File: config.mk
export PLATFORM = sky130hd
export DESIGN_NAME = uart_dump_ctrl
export DESIGN_NICKNAME = d
export VERILOG_FILES = /design/src/rtl/uart_dump_ctrl_pkg.sv /design/src/rtl/uart_dump_ctrl_tx_handshake.sv /design/src/rtl/uart_dump_ctrl.sv
export SDC_FILE = /design/constraint.sdc
export NUM_CORES = 1
export LEC_CHECK = 0
export BUFFER_PORTS_ARGS = -buffer_cell sky130_fd_sc_hd__buf_2
export CAP_MARGIN = 0
export CORE_UTILIZATION = 25
export CTS_BUF_LIST = sky130_fd_sc_hd__clkbuf_4
export CTS_CLUSTER_DIAMETER = 60
export CTS_CLUSTER_SIZE = 25
export DETAILED_ROUTE_END_ITERATION = 7
export PLACE_DENSITY = 0.46
export SYNTH_ARGS = -nofsm -noshare
export SYNTH_HDL_FRONTEND = slang
export SYNTH_SLANG_ARGS = --single-unit
File: constraint.sdc
create_clock -name clk -period 2.7 [get_ports clk]
set_input_delay 0.135 -clock clk [delete_from_list [all_inputs] [get_ports clk]]
set_output_delay 0.135 -clock clk [all_outputs]
set_load 0.02 [all_outputs]
File: src/rtl/uart_dump_ctrl_pkg.sv
// Shared definitions for the UART frame-dump controller.
//   - Command bytes recognised on the UART receive path.
//   - Controller FSM state encoding.
//   - Bit positions inside the status byte returned for CMD_STAT.
package uart_dump_ctrl_pkg;

  localparam logic [7:0] CMD_DUMP  = 8'h44;  // 'D'
  localparam logic [7:0] CMD_STAT  = 8'h53;  // 'S'
  localparam logic [7:0] CMD_ABORT = 8'h58;  // 'X'

  localparam int STAT_OVERRUN_BIT = 0;
  localparam int STAT_ABORTED_BIT = 1;

  typedef enum logic [2:0] {
    IDLE = 3'd0,
    RD   = 3'd1,
    RDW  = 3'd2,
    SEND = 3'd3,
    TXW  = 3'd4,
    STAT = 3'd5
  } state_e;

  function automatic logic [7:0] status_byte(input logic aborted, input logic overrun);
    logic [7:0] b;
    b = 8'h00;
    b[STAT_ABORTED_BIT] = aborted;
    b[STAT_OVERRUN_BIT] = overrun;
    return b;
  endfunction

endpackage

File: src/rtl/uart_dump_ctrl_tx_handshake.sv
// uart_tx_handshake: start/complete handshake towards a UART transmitter.
// Shared by the dump, status and echo paths of uart_dump_ctrl.
// Ports:
//   clk, rst    clock, asynchronous active-high reset
//   send_i      owner FSM is in its SEND state
//   txw_i       owner FSM is in its TXW state
//   tx_busy_i   transmitter busy
//   fire_o      SEND may leave this cycle (transmitter idle)
//   done_o      TXW may leave this cycle (transmission finished)
//   tx_start_o  registered one-cycle start strobe to the transmitter
// Handshake: tx_start_o is high for exactly the first TXW cycle. tx_busy_i
// is not trusted while tx_start_o is high nor in the following cycle, so a
// transmitter that raises busy one cycle after seeing the strobe is never
// mistaken for one that has already finished.
module uart_tx_handshake (
  input  logic clk,
  input  logic rst,
  input  logic send_i,
  input  logic txw_i,
  input  logic tx_busy_i,
  output logic fire_o,
  output logic done_o,
  output logic tx_start_o
);

  logic start_q;
  logic guard_q;

  assign fire_o     = send_i && !tx_busy_i;
  assign done_o     = txw_i && !start_q && !guard_q && !tx_busy_i;
  assign tx_start_o = start_q;

  always_ff @(posedge clk or posedge rst) begin
    if (rst) begin
      start_q <= 1'b0;
      guard_q <= 1'b0;
    end else begin
      start_q <= fire_o;
      guard_q <= start_q;
    end
  end

endmodule

File: src/rtl/uart_dump_ctrl.sv
// uart_dump_ctrl: dumps a frame RAM over a UART on command.
//   'D' dumps DUMP_LEN bytes from addresses 0..DUMP_LEN-1, 'X' aborts a dump
//   after the byte in flight, 'S' returns {6'b0, aborted, overrun}.
// Ports:
//   clk, rst          clock, asynchronous active-high reset
//   rx_valid/rx_data  received byte strobe and data
//   tx_busy           transmitter busy
//   tx_start/tx_data  transmit strobe and byte (stable until tx_busy falls)
//   ram_rd_en/addr    RAM read strobe and address
//   ram_rd_data       RAM data, one cycle after ram_rd_en
//   frame_lock        high while a dump is in progress
//   busy              high whenever the FSM is not IDLE
// Configuration: define UART_DUMP_ECHO_EN to echo unknown bytes received in
// IDLE; otherwise they are ignored.
module uart_dump_ctrl
  import uart_dump_ctrl_pkg::*;
#(
  parameter int ADDR_W   = 15,
  parameter int DUMP_LEN = 19200
) (
  input  logic              clk,
  input  logic              rst,
  input  logic              rx_valid,
  input  logic [7:0]        rx_data,
  input  logic              tx_busy,
  output logic              tx_start,
  output logic [7:0]        tx_data,
  output logic              ram_rd_en,
  output logic [ADDR_W-1:0] ram_addr,
  input  logic [7:0]        ram_rd_data,
  output logic              frame_lock,
  output logic              busy
);

  localparam logic [ADDR_W-1:0] LAST_ADDR = ADDR_W'(DUMP_LEN - 1);

  state_e            state_q, state_d;
  logic [ADDR_W-1:0] addr_q, addr_d;
  logic [7:0]        tx_data_q, tx_data_d;
  logic              lock_q, lock_d;          // dump in progress
  logic              aborted_q, aborted_d;
  logic              overrun_q, overrun_d;
  logic              abort_pend_q, abort_pend_d;

  logic hs_fire;
  logic hs_done;
  logic abort_now;

  uart_tx_handshake u_hs (
    .clk       (clk),
    .rst       (rst),
    .send_i    (state_q == SEND),
    .txw_i     (state_q == TXW),
    .tx_busy_i (tx_busy),
    .fire_o    (hs_fire),
    .done_o    (hs_done),
    .tx_start_o(tx_start)
  );

  // An 'X' arriving in the very cycle TXW finishes still ends the dump.
  assign abort_now = abort_pend_q || (rx_valid && lock_q && (rx_data == CMD_ABORT));

  always_comb begin
    state_d      = state_q;
    addr_d       = addr_q;
    tx_data_d    = tx_data_q;
    lock_d       = lock_q;
    aborted_d    = aborted_q;
    overrun_d    = overrun_q;
    abort_pend_d = abort_pend_q;

    // Bytes arriving outside IDLE: only 'X' during a dump means anything.
    if (rx_valid && (state_q != IDLE)) begin
      if (lock_q && (rx_data == CMD_ABORT)) begin
        abort_pend_d = 1'b1;
      end else begin
        overrun_d = 1'b1;
      end
    end

    case (state_q)
      IDLE: begin
        if (rx_valid) begin
          if (rx_data == CMD_DUMP) begin
            addr_d       = '0;
            aborted_d    = 1'b0;
            overrun_d    = 1'b0;
            abort_pend_d = 1'b0;
            lock_d       = 1'b1;
            state_d      = RD;
          end else if (rx_data == CMD_STAT) begin
            state_d = STAT;
          end else begin
`ifdef UART_DUMP_ECHO_EN
            tx_data_d = rx_data;
            state_d   = SEND;
`endif
          end
        end
      end
      RD: state_d = RDW;
      RDW: begin
        tx_data_d = ram_rd_data;
        state_d   = SEND;
      end
      STAT: begin
        tx_data_d = status_byte(aborted_q, overrun_q);
        state_d   = SEND;
      end
      SEND: begin
        if (hs_fire) state_d = TXW;
      end
      TXW: begin
        if (hs_done) begin
          if (lock_q && (addr_q != LAST_ADDR) && !abort_now) begin
            addr_d  = addr_q + ADDR_W'(1);
            state_d = RD;
          end else begin
            if (lock_q && abort_now) aborted_d = 1'b1;
            abort_pend_d = 1'b0;
            lock_d       = 1'b0;
            state_d      = IDLE;
          end
        end
      end
      default: state_d = IDLE;
    endcase
  end

  always_ff @(posedge clk or posedge rst) begin
    if (rst) begin
      state_q      <= IDLE;
      addr_q       <= '0;
      tx_data_q    <= 8'h00;
      lock_q       <= 1'b0;
      aborted_q    <= 1'b0;
      overrun_q    <= 1'b0;
      abort_pend_q <= 1'b0;
    end else begin
      state_q      <= state_d;
      addr_q       <= addr_d;
      tx_data_q    <= tx_data_d;
      lock_q       <= lock_d;
      aborted_q    <= aborted_d;
      overrun_q    <= overrun_d;
      abort_pend_q <= abort_pend_d;
    end
  end

  assign tx_data    = tx_data_q;
  assign ram_rd_en  = (state_q == RD);
  assign ram_addr   = addr_q;
  assign frame_lock = lock_q;
  assign busy       = (state_q != IDLE);

endmodule

==> flow_results.org, run 1 <==
** Yosys
- Register bit count reported by yosys :: 32
- When the netlist entered floorplanning its net count stood at 223.
- The synthesized design spends more area on one cell type than any other, namely sky130_fd_sc_hd__dfrtp_1.
- Yosys cell types :: 53
- Fraction of the yosys area taken by sequential cells :: 42.7%
- Netlist Area Pre-Place :: 1870 um^2
- Most used DFF post-synth :: sky130_fd_sc_hd__dfrtp_1
- Synthesis handed over a netlist of 202 instances.
- Total of warnings raised by yosys :: 0
- Dividing the synthesized area by the synthesized cell count gives 9.28 um^2.
- Yosys attributes the largest share of cell area to sky130_fd_sc_hd__dfrtp_1, sky130_fd_sc_hd__a31oi_1, sky130_fd_sc_hd__nand2_1, sky130_fd_sc_hd__a21oi_1, sky130_fd_sc_hd__nor2_1.
- Share of the synthesized area in the top cell type :: 42.7%
- Proportion of synthesized flip-flops having asynchronous set or reset :: 100%
- EDFF count, synth :: 0
- After synthesis, the most frequently instantiated cells are sky130_fd_sc_hd__dfrtp_1, sky130_fd_sc_hd__nand2_1, sky130_fd_sc_hd__a31oi_1, sky130_fd_sc_hd__nor2_1.
- Library cell with the highest instance count after synthesis :: sky130_fd_sc_hd__dfrtp_1

** STA
- For the final database, setup skew stands at 8.48 ps.
- Setup violations remaining at the end of the flow were counted as 0.
- The worst pin sits at a relative slew slack of 58.6%.
- F_max :: 0.487 GHz
- Number of hold-slack violations in the final timing report :: 0
- Crit path time final :: 2050 ps
- Setup repair after global routing left no endpoint under its margin.
- Number of slew-limit violations in the final report :: 0
- In the final timing run, aggregate negative setup slack is 0 ps.
- Tcrit/Tclk final :: 76.1%
- Slew @ Worst Pin :: 621 ps

** Floorplanning
- The initial utilization of the core area, before any placement, comes to 25.8%.
- The floorplan step defined a die boundary enclosing 7850 um^2.
- Vert. Die Dim :: 88.6 um
- Width of the chip :: 88.6 um
- The region available for standard cell placement spans 7250 um^2.
- In this run the core area contains 31 standard-cell rows.
- For this design the top-level I/O count stands at 47.

** Worst setup path
- Category of the worst setup path capture point :: flip-flop
- The worst setup path is launched from a flip-flop.
- For the worst setup path, the data arrival time is 2280 ps.
- Worst-path fanout max :: 16
- The critical path is of the reg -> reg type.
- Data on the critical path is required at its endpoint by 2920 ps.

** Routing
- In this run, the number of DRC markers left after iteration 0 of detailed routing was 65.
- DRC errors left :: 0
- After detailed routing, the wire length on met1 is 2.45 mm.
- Summed over all nets, wire length on met2 after detailed routing comes to 2.13 mm.
- The final layout contains routed wiring with a total length of 4.85 mm.
- Detailed-route via count :: 1756
- Average wire length per cell after detail routing :: 13.7 um
- After detailed routing, the number of vias per cell comes to 4.97.
- The highest layer touched by signal routing is met4.
- After detailed routing, the met3 layer carries 214 um of wire.
- The first detailed-routing pass ran for 4 iterations.
- Once detail routing completed, the nets flagged for antenna violations numbered 0.

** Global routing
- Total GRT Usage :: 13.6%
- Global-route wire length before repair :: 8.11 mm
- Grt total ovfl :: 0
- The initial antenna violation count came to 0.
- Maximum number of pins on one net before global-route repair :: 33
- The via count of the first global-routing pass is 1678.

** Clock network
- In this run the deepest clock path goes through 2 buffers.
- Clk sink count :: 32
- H-tree depth reported by CTS :: 2
- Clock tree from TritonCTS :: yes
- Postcts setup bufs :: 0
- Number of gates given a new drive strength after cts :: 0
- Buffers inserted to repair hold after CTS numbered 1.
- Master cell of the clock root buffer :: sky130_fd_sc_hd__clkbuf_4
- After clock tree synthesis, the clock-pin slew on the worst setup and hold paths is 100 ps.
- Clock buffer count from CTS :: 5
- Clock latency reported for the late side of the worst-skew pair :: 330 ps

** Pwr
- Seq pwr share :: 42.9%
- PD cells :: 742 nW/um^2
- Internal cell power :: 0.951 mW
- Switching pwr :: 0.737 mW
- Net switching is 43.7% of the power.
- Summed over all cells, the static leakage comes to 1.03 nW.
- After layout, the design draws a total of 1.69 mW.
- Per report_power, the combinational group accounts for 42.0% of the total.
- The clock network accounts for 15.1% of the total power.
- VDD sags by at most 205 uV.

** Status
- The flow ran to the end, and the final reports show no timing, DRC or antenna violations.

** Placed design
- At the end of routability-driven placement, the weighted congestion stood at 0.800.
- The wire-length estimate of the detail-placed layout is 3.46 mm.
- Buffers placed on the I/O ports in this run total 46.

** Flow run
- Max-cap violations in this run came to 0.

** Min path
- Min-delay worst type :: in -> reg

** Layout
- Relative to the synthesized area, the layout overhead comes to 21.3%.
- Fraction of layout cells with a size suffix above 1 :: 28.0%
- Nets :: 275
- The repair_antennas step left the layout with diodes totalling 0.
-- cell usage in the layout (no fill, tap or decap), drive strengths merged, types with 2 or more instances in the layout --
master  Yosys  final
buf         6     52
dfrtp      32     32
nand2      22     22
nor2       16     16
a31oi      15     15
inv        13     13
a21oi      13     13
o21ai      12     12
o22ai       8      8
nand3       7      7
clkbuf      2      5
nor3        5      5
nor4b       5      5
a41oi       4      4
nand4       4      4
nand4b      3      3
and2        2      2
nor3b       2      2
o21a        2      2
nand2b      2      2
a22oi       2      2
and3        2      2
a21o        2      2
o31ai       2      2
mux2i       2      2
clkinv      0      2
or2         2      2
o211ai      2      2
-- metrics by stage --
stage	cell area [um^2]	utilization (%)	hold WS, ps	setup WS, ps	std cells
2_1_floorplan	1870	-	208	763	202
3_3_place_gp	2220	30.6	261	734	345
3_5_place_dp	2220	30.6	261	666	345
4_1_cts	2270	31.3	6.52	646	353
5_1_grt	2270	31.3	10.6	489	353
6_report	2270	31.3	22.9	646	353
-- critical path, stage by stage (launching register included) --
cell	delay [ps]
sky130_fd_sc_hd__dfrtp_1	460
sky130_fd_sc_hd__ha_1	320
sky130_fd_sc_hd__nand3_1	160
sky130_fd_sc_hd__or2_4	290
sky130_fd_sc_hd__o211a_4	340
sky130_fd_sc_hd__and3_1	200
sky130_fd_sc_hd__a31o_1	180
-- worst paths after layout --
| kind | endpoint | startpoint | slack (ps) | cells past startpoint |
|---|---|---|---|---|
| max reg2reg | ram_addr[1] | ram_addr[0] | 650 | 6 |
| min | u_hs.tx_start_o | tx_busy | 20 | 2 |
| max in group asynchronous | ram_addr[1] | rst | 1970 | 4 |
| max | ram_addr[1] | ram_addr[0] | 650 | 6 |
| min reg2reg | u_hs.guard_q | u_hs.tx_start_o | 450 | 0 |
| min in group asynchronous | ram_addr[11] | rst | 430 | 4 |
-- routing by layer --
metal | up-vias | global-route usage (%)
li1 | 868 | -
met1 | 836 | 18.1
met2 | 44 | 21.7
met3 | 8 | 3.26
met4 | 0 | 4.40
met5 | - | 0
-- power groups by stage --
stage / clock [mW] / combinational [mW] / sequential [mW]
finish: 0.255 / 0.708 / 0.724
global route: 0.295 / 0.801 / 0.751
CTS: 0.269 / 0.714 / 0.724
detailed placement: 0 / 0.710 / 0.735
global placement: 0 / 0.716 / 0.736
floorplan: 0 / 0.487 / 0.752
-- cell families (layout without fill, tap and decap cells) --
| kind of cell | count (synthesis) | count (layout) | share of synthesized area, % |
|---|---|---|---|
| simple gates | 77 | 77 | 24.8 |
| compound gates | 69 | 69 | 25.2 |
| flops | 32 | 32 | 42.7 |
| buf+inv | 21 | 73 | 5.54 |
| mux | 2 | 2 | 1.07 |
| fa+ha+maj | 1 | 1 | 0.667 |
-- registers in the layout, indices dropped and copies added, names as in the netlist --
signal           flops
state_q              3
u_hs.guard_q         1
aborted_q            1
overrun_q            1
ram_addr            15
frame_lock           1
abort_pend_q         1
tx_data              8
u_hs.tx_start_o      1
-- cell type report --
type / count / area, um^2
Fill cell: 778 / 4980
Clock buffer: 5 / 37.5
Sequential cell: 32 / 801
Tap cell: 99 / 124
Timing Repair Buffer: 53 / 285
Clock inverter: 2 / 7.51
Inverter: 13 / 48.8
Multi-Input combinational cell: 149 / 970
Power figures use the tool's default switching activity.
==> inputs of run 2 (changes only) <==
- clock period: 2.7 -> 1.9 ns (I/O delays scaled with it)
==> run 2 against run 1 <==
Compared with the run above:
- combinational power increased by 68%
- sequential share of layout area decreased by 3.3 points
- global-route usage increased by 1.2 points
- sequential cell count unchanged
- non-clock buffer count increased by 19
- final cell count increased by 5.9%
- via count increased by 4.4%
- largest power group is now combinational logic
==> flow_results.org, run 2 (synthesized netlist as in run 1, its figures left out) <==
** Status
- The run finished with clean final reports.

** Floorplanning
- Starting utilization of the core area :: 25.8%
- The floorplan step defined a die boundary enclosing 7850 um^2.
- The die is 88.6 um tall.
- In this run the core area contains 31 standard-cell rows.
- In this run the count of I/O pins placed on the die edge is 47.
- Width of the chip :: 88.6 um
- The total area inside the core boundary comes to 7250 um^2.

** Worst setup path
- Kind of launch point of the worst setup path :: flip-flop
- At the worst endpoint, the required time is 2140 ps.
- The worst setup path is captured at a flip-flop.
- At the worst endpoint, the arrival time is 2060 ps.
- Along the worst path, the maximum fanout reaches 8.
- The worst setup path is of the reg -> reg kind.

** Clock network
- Clock buffer count from CTS :: 5
- Clock transition at the registers of the reported paths :: 120 ps
- The clock tree synthesis step divided the H-tree into 2 levels.
- Clock tree synthesis found a total of 32 sinks.
- Master cell of the clock root buffer :: sky130_fd_sc_hd__clkbuf_4
- Maximum buffer depth of the clock tree :: 2
- Clock latency reported for the late side of the worst-skew pair :: 340 ps
- Clock tree from TritonCTS :: yes

** Layout
- Core occupancy in the finished layout :: 34.8%
- Leaving out fill and tap cells, the most frequent cell in the layout is sky130_fd_sc_hd__buf_2.
- In the final layout, the multi-input gates occupy 1030 um^2.
- Number of fillers in the final layout :: 788
- Area taken by flip-flops and latches :: 807 um^2
- The net count of the finished layout is 295.
- Commonest cells after routing, fill and taps aside :: sky130_fd_sc_hd__buf_2, sky130_fd_sc_hd__dfrtp_1, sky130_fd_sc_hd__nand2_1, sky130_fd_sc_hd__buf_4, sky130_fd_sc_hd__a31oi_1
- Number of standard cells in the layout, taps in and fillers out :: 374
- Flip-flop count of the largest register after layout :: 15
- In the final layout, the share of cells above drive strength 1 is 36.4%.
- Synth-to-layout area growth :: 34.8%
- Inserted Diodes :: 0

** STA
- F_max :: 0.549 GHz
- Summed over all failing endpoints, the final setup total negative slack is 0 ps.
- Number of hold-slack violations in the final timing report :: 0
- Measured against its own limit, the worst slew margin works out to 68.6%.
- Worst Clk Skew :: 14.6 ps
- The worst path uses 95.9% of the clock period.
- Slew @ Worst Pin :: 469 ps
- Number of slew-limit violations in the final report :: 0
- Once routing completed, OpenROAD measured the worst setup slack at 78.0 ps.
- Crit path time final :: 1820 ps
- Setup repair after global routing left no endpoint under its margin.
- Number of setup violations in the final report :: 0

** Global routing
- Global-route wire length before repair :: 8.85 mm
- Global routing used 14.8% of the available tracks across all layers.
- Vias in the first global route :: 1776
- The initial antenna violation count came to 0.
- The total overflow left after global routing is 0.
- Maximum number of pins on one net before global-route repair :: 33

** Pwr
- IR drop worst, VDD :: 313 uV
- LEAKAGE :: 1.13 nW
- Summing internal, switching and leakage power gives 2.68 mW.
- PD cells :: 1060 nW/um^2

** Routing
- Average wire length per cell after detail routing :: 14.4 um
- The first routing iteration left 61 violations.
- In the routed design, unresolved DRC markers number 0.
- The final layout contains routed wiring with a total length of 5.39 mm.
- Detailed-route via count :: 1834
- Number of nets with antenna violations after detailed routing :: 0
- First drt pass iteration count :: 4
- Via-to-Cell Ratio :: 4.90

** Placed design
- Timing analysis after detailed placement gives a worst setup slack of -35.5 ps.
- Post-Place Cells :: 358
- Half-perimeter wire length after placement :: 3.68 mm
- Port buffering added 46 buffers.
- Routability-driven placement finished with a final weighted congestion of 0.791.

** Min path
- The worst hold path belongs to the class in -> reg.

** Flow run
- Max-cap violations in this run came to 0.
[run 2: changes by cell type in the layout (fill, tap and decap cells not counted), sizes merged]
cell and delta:
clkinvlp +1, o211a +1, bufinv +1, clkinv -1, buf +15, dlygate4sd3 +4
[run 2: path summary, 6_finish.rpt]
check	startpoint	end	slack, ps	cells past startpoint
max reg2reg	ram_addr[13]	ram_addr[1]	80	5
min	ram_rd_data[7]	tx_data[7]	20	3
min reg2reg	u_hs.tx_start_o	u_hs.guard_q	450	0
min in group asynchronous	rst	tx_data[5]	360	4
max in group asynchronous	rst	ram_addr[4]	1180	4
max	ram_addr[13]	ram_addr[1]	80	5
[run 2: layer usage]
layer | vias up | GRT usage (%) | wire, um
li1 | 910 | - | -
met1 | 879 | 19.8 | 2610
met2 | 40 | 24.1 | 2510
met3 | 5 | 3.54 | 221
met4 | 0 | 3.52 | 41
met5 | - | 0 | 0
[run 2: final cells by class]
| cell class | count | area share, % |
|---|---|---|
| sequential | 32 | 31.9 |
| clock inverter | 3 | 1.68 |
| timing repair buffer | 72 | 17.3 |
| clock buffer | 5 | 1.49 |
| tap | 99 | 4.90 |
| multi-input combinational | 150 | 40.7 |
| inverter | 13 | 1.93 |
[run 2: per-stage QoR]
step / cell area, um^2 / hold slack (ps)
6_report: 2530 / 25.0
2_1_floorplan: 1880 / 168
3_5_place_dp: 2320 / 220
3_3_place_gp: 2320 / 219
4_1_cts: 2450 / 7.43
5_1_grt: 2530 / 1.10
[run 2: power by group]
group / total (mW) / internal (mW) / leakage, nW / switching (mW)
clock network: 0.536 / 0.274 / 0.0412 / 0.262
logic: 1.19 / 0.467 / 0.704 / 0.726
registers: 0.954 / 0.833 / 0.382 / 0.121
[run 2: what timing repair did]
item | 4_1_cts | 5_1_grt
resized for setup | 2 | 8
endpoints found under the setup margin | 11 | 5
gates cloned | 0 | 1
pin swaps | 0 | 5
buffers inserted | 0 | 2
hold buffers | 4 | 1
hold endpoints to repair | 35 | 1
[run 2: worst max-delay path, stage by stage, from the launching register on]
cell	delay, ps
sky130_fd_sc_hd__dfrtp_2	470
sky130_fd_sc_hd__nor4b_4	270
sky130_fd_sc_hd__nand4b_1	240
sky130_fd_sc_hd__o211a_4	370
sky130_fd_sc_hd__and3_4	190
sky130_fd_sc_hd__a31o_1	180
==> inputs of run 3 (changes only) <==
- SYNTH_HIERARCHICAL: unset -> 1
==> run 3 against run 2 <==
Compared with the run above:
- the flow now finishes with violations (negative setup slack)
- via count increased by 1.7%
- final cell count is 2.4% higher
- non-clock buffer count increased by 20
- power rose by 0.29%
- count of clock-buffer cells in the layout did not move
- clock power down 1%
- routed wire length up 0.85%
- die area down 3.1%
- combinational power about the same
- clock skew down 1.2 ps
- critical path type unchanged
- critical endpoint is now ram_addr[9]
- largest cell class unchanged
- largest power group unchanged
- highest routed layer unchanged
==> flow_results.org, run 3 <==
** STA
- Crit path time final :: 1990 ps
- Setup TNS Final :: -576 ps
- Final critical-path setup slack :: -90.6 ps
- Measured against its own limit, the worst slew margin works out to 68.6%.
- The count of endpoints failing hold in the final timing report came to 0.
- Setup repair after global routing could not meet its margin everywhere.
- Number of setup violations in the final report :: 12
- For the pin with the worst max-slew slack, the measured transition is 469 ps.
- Worst Clk Skew :: 13.4 ps
- Tcrit/Tclk final :: 105%
- The max-slew violation count came to 0.
- Derived from the worst setup path, the maximum achievable clock frequency is 0.502 GHz.

** Yosys
- Register bit count reported by yosys :: 32
- The synthesized design contains 0 enable-type register cells.
- The most common cell in the synthesized netlist is sky130_fd_sc_hd__dfrtp_1.
- The synthesized design devotes to its leading area cell type 44.1% of total area.
- Synth area leader :: sky130_fd_sc_hd__dfrtp_1
- After synthesis, the netlist uses 47 different library cells.
- During synthesis, Yosys emitted a total of 6 warnings.
- In the synthesized netlist the dominant register cell turns out to be sky130_fd_sc_hd__dfrtp_1.
- Most frequent cells after synthesis :: sky130_fd_sc_hd__dfrtp_1, sky130_fd_sc_hd__nand2_1, sky130_fd_sc_hd__nor2_1
- Fraction of the yosys area taken by sequential cells :: 44.1%
- Netlist Area Pre-Place :: 1820 um^2
- Post-Synthesis Cells :: 193
- For this run, asynchronously set or reset flops after synthesis account for 100%.
- Counting every net in the synthesized netlist gives 214.
- Mapped Avg Cell Area :: 9.41 um^2
- Sorting the synthesized cells by area gives the leading types as sky130_fd_sc_hd__dfrtp_1, sky130_fd_sc_hd__a221o_1, sky130_fd_sc_hd__nand2_1, sky130_fd_sc_hd__and3_1, sky130_fd_sc_hd__nor2_1.

** Layout
- From synthesis to final layout, the design area changed by 48.3%.
- Flip-flop count of the largest register after layout :: 15
- Fill cells in the final layout number 749.
- Area taken by flip-flops and latches :: 801 um^2
- Fraction of layout cells with a size suffix above 1 :: 41.1%
- 0 antenna diodes ended up in the layout.
- At the end of the flow, the number of nets in the layout was 307.
- Leaving out fill and tap cells, the most frequent cell in the layout is sky130_fd_sc_hd__buf_2.
- After routing the design area is 2690 um^2.
- Commonest cells after routing, fill and taps aside :: sky130_fd_sc_hd__buf_2, sky130_fd_sc_hd__buf_4, sky130_fd_sc_hd__dfrtp_1
- In the final layout, the multi-input gates occupy 1040 um^2.

** Floorplanning
- Starting utilization of the core area :: 26.3%
- During I/O placement, the number of pins put on the boundary was 47.
- The die covers 7610 um^2.
- Width of the chip :: 87.2 um
- The die is 87.2 um tall.
- After floorplanning, the core was divided into 30 placement rows.
- Core region area :: 6910 um^2

** Routing
- The routed layout has 1865 vias.
- Final WL :: 5.43 mm
- Via-to-Cell Ratio :: 4.87
- Iteration-0 DRC Markers :: 91
- The detail route stage leaves a number of antenna-violating nets equal to 0.
- First drt pass iteration count :: 4
- DRC errors left :: 0
- After detailed routing, the average wire length per cell comes to 14.2 um.

** Worst setup path
- The most numerous cell type found on the critical path is sky130_fd_sc_hd__nor2b_4.
- STA classifies the critical path startpoint as a flip-flop.
- In this run the critical register-to-register path is captured at ram_addr[9].
- For this run, the slowest stage of the critical path takes 420 ps.
- Of all nets on the critical path, the largest fanout is 6.
- Setup slack on the worst reg-to-reg path comes out at -90 ps.
- Worst reg2reg path startpoint :: state_q[1]
- The setup path with the least slack is of type reg -> reg.
- Data required time of the worst path :: 2130 ps
- STA puts the critical path data arrival time at 2220 ps.
- Measured in cells, the most critical reg-to-reg path has a length of 8.
- Together, buffers and inverters on the worst path number 1.
- The kind of cell with the highest combined delay along the critical path is simple AND/OR/NAND/NOR gates.
- Category of the worst setup path capture point :: flip-flop
- CP cell instances :: nor2b_4 > nor2b_4 > nor4b_4 > nand3_2 > and2_4 > o21a_4 > buf_12 > a221o_1
- The slowest stage of the critical path belongs to the cell sky130_fd_sc_hd__dfrtp_1.

** Pwr
- The analysis attributes to net switching a power of 1.08 mW.
- In this run the static leakage power is 1.35 nW.
- Fraction of power spent switching nets :: 40.1%
- The worst-case IR drop observed on VDD is 320 uV.
- The internal power of the cells totals 1.61 mW.
- Logic pwr share :: 44.6%
- The share of total power dissipated in sequential elements is 35.7%.
- Per report_power, the clock group accounts for 19.7% of the total.
- Summing internal, switching and leakage power gives 2.69 mW.
- Dividing total power by cell area gives a power density of 1000 nW/um^2.

** Status
- The run finished, with violations left.
- Failing checks :: negative setup slack

** Placed design
- Once placement finished, the instance area stood at 2460 um^2.
- Input and output buffers added on the ports amount to 46.
- Half-perimeter wire length after placement :: 3.86 mm
- At the end of routability-driven placement, the weighted congestion stood at 0.758.

** Min path
- The tightest min-delay check is of the in -> reg type.
- Launch point of the worst hold path :: ram_rd_data[3]
- Along the worst hold path, the cell count comes to 3.
- The path with the worst hold slack has its endpoint at tx_data[3].

** Clock network
- Counting along the longest clock path gives a buffer depth of 2.
- Clock latency reported for the late side of the worst-skew pair :: 340 ps
- TritonCTS built the clock tree.
- H-tree depth reported by CTS :: 2
- Counting the buffers created by CTS gives 5.
- The tree is rooted in a sky130_fd_sc_hd__clkbuf_4.
- Clock transition at the registers of the reported paths :: 110 ps
- Clk sink count :: 32

** Global routing
- Entering global routing, the biggest net connects 31 pins.
- Vias in the first global route :: 1813
- For this run the aggregate overflow at the end of global routing stands at 0.
- Total GRT Usage :: 15.3%
- Global-route wire length before repair :: 8.87 mm
- The initial antenna violation count was 0.

** Flow run
- Across the run, the number of max-cap violations was 0.
## run 3: cell count changes after synthesis, sizes merged, moves of 5 or more
cell,delta
o21ai,-9
a31oi,-13
inv,-5
and3,+9
a221o,+8
## run 3: per-layer routing
layer / GRT usage, % / part of all wire, % / up-vias
met4: 4.92 / 0.53 / 0
met3: 3.51 / 4.8 / 2
met1: 20.8 / 48 / 894
li1: - / - / 923
met2: 24.0 / 47 / 46
met5: 0 / 0 / -
## run 3: worst min-delay path, delay by kind of cell
family,cells,cell delay [ps]
AOI/OAI and AO/OA,2,170
buffers and inverters,1,70
## run 3: what timing repair did
action / CTS / global route
setup endpoints to repair: 11 / 16
gates cloned: 1 / 0
hold buffers: 1 / 0
resized for setup: 5 / 8
buffers inserted: 5 / 2
pin swaps: 5 / 5
endpoints found under the hold margin: 32 / 0
## run 3: cell families after synthesis
| group | after synthesis | share of synthesized area [%] |
|---|---|---|
| simple gates | 90 | 28.7 |
| compound gates | 53 | 21.4 |
| flops | 32 | 44.1 |
| buf+inv | 14 | 3.38 |
| mux | 3 | 1.79 |
| fa+ha+maj | 1 | 0.689 |
## run 3: worst max-delay path by stage
stage | startpoint | endpoint | slack (ps) | depth (start not counted)
2_1_floorplan | state_q[2] | ram_addr[4] | -320 | 9
4_1_cts | state_q[1] | ram_addr[9] | -90 | 8
3_3_place_gp | state_q[1] | ram_addr[0] | -130 | 7
3_5_place_dp | state_q[1] | ram_addr[0] | -170 | 7
5_1_grt | state_q[1] | ram_addr[9] | -170 | 8
6_report | state_q[1] | ram_addr[9] | -90 | 8
## run 3: cell type report
cell class | instances | share of cell area (%)
Timing Repair Buffer | 92 | 23.1
Inverter | 8 | 1.12
Clock buffer | 5 | 1.39
Tap cell | 96 | 4.46
Clock inverter | 3 | 1.58
Sequential cell | 32 | 29.7
Multi-Input combinational cell | 147 | 38.6
## run 3: per-stage QoR
step                      setup WS (ps)  hold WS (ps)  cells  utilization (%)
after floorplan                    -316          -164    193                -
after global placement             -127         -45.6    367             35.6
after detailed placement           -171         -42.9    367             35.6
after CTS                         -91.3          11.1    382             38.2
after global routing               -173          20.3    383             39.0
final                             -90.6          30.4    383             39.0
## run 3: power by group through the flow
stage	sequential [mW]	clock [mW]	combinational (mW)
global route	0.985	0.582	1.33
global placement	0.978	0	1.17
floorplan	1.14	0	0.591
CTS	0.965	0.559	1.19
detailed placement	0.978	0	1.17
finish	0.961	0.530	1.20
